==> config.mk <==
export PLATFORM = sky130hd
export DESIGN_NAME = lab3_burst_packer
export DESIGN_NICKNAME = d
export VERILOG_FILES = /design/src/rtl/lab3_pkg.sv /design/src/rtl/lab3_pkt_fifo.sv /design/src/rtl/lab3_burst_packer.sv
export SDC_FILE = /design/constraint.sdc
export NUM_CORES = 1
export LEC_CHECK = 0
export ABC_AREA = 1
export BUFFER_PORTS_ARGS = -buffer_cell sky130_fd_sc_hd__clkbuf_2
export CAP_MARGIN = 20
export CORE_MARGIN = 2
export CORE_UTILIZATION = 60
export DETAILED_ROUTE_END_ITERATION = 8
export GPL_ROUTABILITY_DRIVEN = 0
export PLACE_DENSITY_LB_ADDON = 0.05
export SETUP_SLACK_MARGIN = 0.05
export SKIP_LAST_GASP = 1
export SYNTH_ARGS = -nofsm -noshare
export SYNTH_HDL_FRONTEND = slang
export SYNTH_SLANG_ARGS = --single-unit
==> constraint.sdc <==
create_clock -name clk -period 1.7 [get_ports clk]
set_input_delay 0.17 -clock clk [delete_from_list [all_inputs] [get_ports clk]]
set_output_delay 0.17 -clock clk [all_outputs]
set_load 0.02 [all_outputs]
==> src/rtl/lab3_pkg.sv <==
// Shared widths, FSM state and packet payload for the LAB3 burst packer.
package lab3_pkg;

    localparam int unsigned SYM_W   = 3;
    localparam int unsigned MAX_SYM = 8;
    localparam int unsigned LEN_W   = 4;
    localparam int unsigned SUM_W   = 6;
    localparam int unsigned DATA_W  = SYM_W * MAX_SYM;

    typedef enum logic [1:0] {
        IDLE    = 2'd0,
        COLLECT = 2'd1,
        SKIP    = 2'd2
    } state_t;

    typedef struct packed {
        logic [DATA_W-1:0] data;
        logic [LEN_W-1:0]  len;
        logic [SUM_W-1:0]  sum;
        logic              trunc;
    } pkt_t;

endpackage

==> src/rtl/lab3_pkt_fifo.sv <==
// Show-ahead packet queue built as a shift register: slot 0 is always the head,
// so the head is a plain register and reads as zero whenever the queue is empty.
module lab3_pkt_fifo
    import lab3_pkg::*;
#(
    parameter int unsigned DEPTH = 2
) (
    input  logic clk,
    input  logic rst_n,
    input  logic push,
    input  pkt_t wr_pkt,
    input  logic pop,
    output pkt_t head,
    output logic head_valid,
    output logic empty,
    output logic full
);

    pkt_t             mem     [DEPTH];
    pkt_t             nxt_mem [DEPTH];
    logic [DEPTH-1:0] vld;
    logic [DEPTH-1:0] nxt_vld;
    logic             placed;

    // Pop shifts everything down one slot; push then lands in the first free slot.
    always_comb begin
        nxt_mem = mem;
        nxt_vld = vld;
        placed  = 1'b0;
        if (pop && vld[0]) begin
            for (int i = 0; i < int'(DEPTH) - 1; i++) begin
                nxt_mem[i] = mem[i+1];
                nxt_vld[i] = vld[i+1];
            end
            nxt_mem[DEPTH-1] = '0;
            nxt_vld[DEPTH-1] = 1'b0;
        end
        if (push) begin
            for (int i = 0; i < int'(DEPTH); i++) begin
                if (!placed && !nxt_vld[i]) begin
                    nxt_mem[i] = wr_pkt;
                    nxt_vld[i] = 1'b1;
                    placed     = 1'b1;
                end
            end
        end
    end

    always_ff @(posedge clk or negedge rst_n) begin
        if (!rst_n) begin
            for (int i = 0; i < int'(DEPTH); i++) begin
                mem[i] <= '0;
            end
            vld <= '0;
        end else begin
            mem <= nxt_mem;
            vld <= nxt_vld;
        end
    end

    assign head       = mem[0];
    assign head_valid = vld[0];
    assign empty      = ~vld[0];
    assign full       = vld[DEPTH-1];

endmodule

==> src/rtl/lab3_burst_packer.sv <==
// Groups each contiguous in_valid burst of 3-bit LAB3 symbols into one packet
// and queues it for a valid/ready consumer without ever stalling LAB3.
module lab3_burst_packer
    import lab3_pkg::*;
#(
    parameter int unsigned DEPTH = 2
) (
    input  logic              clk,
    input  logic              rst_n,
    input  logic              in_valid,
    input  logic [SYM_W-1:0]  input_sym,
    output logic [DATA_W-1:0] pkt_data,
    output logic [LEN_W-1:0]  pkt_len,
    output logic [SUM_W-1:0]  pkt_sum,
    output logic              pkt_trunc,
    output logic              pkt_valid,
    input  logic              pkt_ready,
    output logic              drop,
    output logic              busy
);

    state_t state;
    pkt_t   asm_pkt;
    pkt_t   head;
    logic   commit_c;
    logic   pop_c;
    logic   push_c;
    logic   fifo_empty;
    logic   fifo_full;

    // A burst commits on the first idle edge; a full queue only loses it if nothing pops.
    assign commit_c = (state != IDLE) && !in_valid;
    assign pop_c    = pkt_ready && !fifo_empty;
    assign push_c   = commit_c && !(fifo_full && !pop_c);

    always_ff @(posedge clk or negedge rst_n) begin
        if (!rst_n) begin
            state   <= IDLE;
            asm_pkt <= '0;
            busy    <= 1'b0;
            drop    <= 1'b0;
        end else begin
            drop <= commit_c && fifo_full && !pop_c;
            case (state)
                IDLE: begin
                    if (in_valid) begin
                        asm_pkt.data  <= DATA_W'(input_sym);
                        asm_pkt.len   <= LEN_W'(1);
                        asm_pkt.sum   <= SUM_W'(input_sym);
                        asm_pkt.trunc <= 1'b0;
                        state         <= COLLECT;
                        busy          <= 1'b1;
                    end
                end
                COLLECT: begin
                    if (!in_valid) begin
                        asm_pkt <= '0;
                        state   <= IDLE;
                        busy    <= 1'b0;
                    end else if (asm_pkt.len < LEN_W'(MAX_SYM)) begin
                        for (int k = 0; k < int'(MAX_SYM); k++) begin
                            if (asm_pkt.len == LEN_W'(k)) begin
                                asm_pkt.data[k*SYM_W +: SYM_W] <= input_sym;
                            end
                        end
                        asm_pkt.len <= asm_pkt.len + LEN_W'(1);
                        asm_pkt.sum <= asm_pkt.sum + SUM_W'(input_sym);
                    end else begin
                        asm_pkt.trunc <= 1'b1;
                        state         <= SKIP;
                    end
                end
                SKIP: begin
                    if (!in_valid) begin
                        asm_pkt <= '0;
                        state   <= IDLE;
                        busy    <= 1'b0;
                    end
                end
                default: begin
                    asm_pkt <= '0;
                    state   <= IDLE;
                    busy    <= 1'b0;
                end
            endcase
        end
    end

    lab3_pkt_fifo #(
        .DEPTH (DEPTH)
    ) u_fifo (
        .clk        (clk),
        .rst_n      (rst_n),
        .push       (push_c),
        .wr_pkt     (asm_pkt),
        .pop        (pop_c),
        .head       (head),
        .head_valid (pkt_valid),
        .empty      (fifo_empty),
        .full       (fifo_full)
    );

    assign pkt_data  = head.data;
    assign pkt_len   = head.len;
    assign pkt_sum   = head.sum;
    assign pkt_trunc = head.trunc;

endmodule

==> results.cfg <==
[status]
status = finished clean

[synth]
ys_ff_latch = 110
ys_top_cells_by_area = dfrtp_1 (50%), nand2_1 (20%), nand3_1 (6.7%), buf_4 (5.3%), o21ai_0 (4.8%)
ys_seq_area_frac = 0.503
netlist.area_leader.share = 0.503
ys_types = 23
yosysWarnings = 0
syn_nets = 705
syn_avg_cell_area_um2 = 7.97
syn_inst = 687
syn-cell-area_um2 = 5470
yosysTopAreaCell = dfrtp_1

[power_and_ir_drop]
leakagePower_nw = 3.10
p_per_area_nw_per_um2 = 1470
ir_drop_mv = 0.926

[sta]
rsz0062_at_grt = no
setup_viol = 0
slew_viol_final = 0
fin_tns_setup_ps = 0
hold_viol_final = 0
fin_worst_skew_ps = 11.7
slew_headroom = 0.673
min_period_ps = 1600
fmax_ghz = 0.624
worst-slew-pin-transition_ps = 489
finalCritPeriodShare = 0.942

[route]
route.detailed.drc = 0
drt_wl_total_um = 12000
wl_met2_um = 5440
wl_per_cell_um = 14.8
via_per_inst = 5.50
ant_nets = 0
dr_wl_met3_um = 701
drt_iter0_markers = 297
first_pass_iters = 5
wl_met1_um = 5700
dr.max_layer_used = met4
vias = 4448

[finish]
multiInputGateArea_um2 = 2260
drive_gt1_frac = 0.159
n_fill_cell = 716
area_growth_pct = 8.96
regArea_um2 = 2750
final_common_cell = nand2_1
diodes = 0
fin_nets = 714
layout_common_cells = nand2_1 (284), dfrtp_1 (110), nand3_1 (73)
stdcell_area_um2 = 5960

[worst_setup_path]
worstSetupEndpointType = flop
cpMostUsedCell = nor2_4
slowest_delay_ps = 400
path_cells = inv_2 -> ha_4 -> nor2_4 -> nand2_2 -> nor2_4 -> buf_12 -> clkbuf_16 -> o21ai_0
crit_required_ps = 1960
critPathKind = reg -> reg
worst_path_max_delay_cell = dfrtp_1
path_buf_inv = 3
cp-start-kind = flop
critPathMaxFanout = 18
arrival_ps = 1860
critPathTopFamily = flip-flops

[clocking]
cts_max_path_buffers = 2
cts_sinks = 110
path_clk_slew_ps = 110
cts-root-buf = clkbuf_8
h-tree-depth = 3
numCtsBuffers = 9
cts_tree = built
clock_latency_ps = 370

[grt]
grt_usage = 0.257
grt_remaining_overflow = 0
grt_pass1_wl_um = 20300
grt_pass1_vias = 4162
antenna_found_initial = 0
grt_max_degree = 61

[floorplan]
core-area_um2 = 8760
row_count = 34
dieArea_um2 = 9900
die_x_um = 99.5
start_util = 0.625
ios = 45
dieHeight_um = 99.5

[placed_design]
hpwl_um = 7560
place_area_um2 = 5560
port_buffers = 44

[flow_run]
maxCapViolCount = 0

[min_path]
min_path_type = in -> async
==> cell type report <==
cell class | instances | share of cell area
sequential | 110 | 0.462
multi-input combinational | 479 | 0.379
timing repair buffer | 65 | 0.0839
tap | 108 | 0.0227
clock buffer | 9 | 0.0208
inverter | 31 | 0.0204
clock inverter | 6 | 0.0120
==> cell usage after synthesis <==
| cell | n |
|---|---|
| a21oi_1 | 5 |
| dfrtp_1 | 110 |
| clkbuf_1 | 14 |
| nor2_4 | 1 |
| nand2_2 | 4 |
| nand2_4 | 2 |
| o31ai_1 | 1 |
| buf_6 | 3 |
| ha_1 | 10 |
| nand3_1 | 73 |
| xor2_1 | 1 |
| buf_2 | 12 |
| o22ai_1 | 2 |
| o21ai_2 | 7 |
| inv_1 | 29 |
| nor2_1 | 15 |
| buf_4 | 39 |
| fa_1 | 1 |
| o21ai_1 | 15 |
| inv_2 | 2 |
| nand2_1 | 287 |
| o21ai_0 | 53 |
| nand4_1 | 1 |
==> per-stage QoR <==
step,worst slack (ps),std cells,power (mW),hold WS [ps],utilization
5_1_grt,24.6,808,9.40,192,0.680
3_5_place_dp,-102,787,6.94,38.3,0.635
2_1_floorplan,206,687,6.33,-126,-
6_report,98.5,808,8.76,188,0.680
3_3_place_gp,27.1,787,6.84,37.2,0.635
4_1_cts,54.3,804,8.65,183,0.665
==> kinds of logic after synthesis <==
logic type               after synthesis  synth area share
flip-flops                           110             0.503
AO/OA/AOI/OAI                         83            0.0816
XOR/XNOR                               1           0.00160
AND/OR/NAND/NOR                      383             0.286
adder cells (fa/ha/maj)               11            0.0265
buffers and inverters                 99             0.102
==> what timing repair did <==
| item | in CTS | in global routing |
|---|---|---|
| pin swaps | 0 | 4 |
| hold buffers | 1 | 0 |
| setup endpoints to repair | 43 | 103 |
| endpoints found under the hold margin | 110 | 0 |
| cloned | 1 | 2 |
| gates resized for setup | 11 | 23 |
| setup buffers | 0 | 2 |
==> flip-flops by register name, summed over array words and instances (netlist names) <==
| register | flops |
|---|---|
| u_fifo.vld | 2 |
| u_fifo.mem | 35 |
| drop | 1 |
| state | 2 |
| busy | 1 |
| u_fifo.head | 35 |
| asm_pkt | 34 |
==> routing by layer <==
layer,vias up,global-route usage
met3,14,0.0309
li1,2174,-
met1,2111,0.393
met2,149,0.396
met5,-,0
met4,0,0.0685
==> final timing paths <==
| check | start | slack (ps) | to | cells after the start |
|---|---|---|---|---|
| max | state[1] | 100 | u_fifo.mem[29] | 8 |
| min | rst_n | 190 | u_fifo.head[12] | 2 |
| max reg2reg | state[1] | 100 | u_fifo.mem[29] | 8 |
| min reg2reg | asm_pkt[19] | 510 | u_fifo.mem[19] | 2 |
| max in group asynchronous | rst_n | 950 | u_fifo.head[0] | 3 |
| min in group clk | pkt_ready | 190 | drop | 4 |
==> report_power, final <==
group          internal, mW  switching [mW]  total, mW  leakage (nW)
Combinational          1.13            2.30       3.43          1.51
Sequential             3.28           0.471       3.75          1.50
Clock                 0.684           0.897       1.58        0.0919
Total                  5.09            3.67       8.76          3.10
No activity file was read; power rests on OpenSTA's default activity.
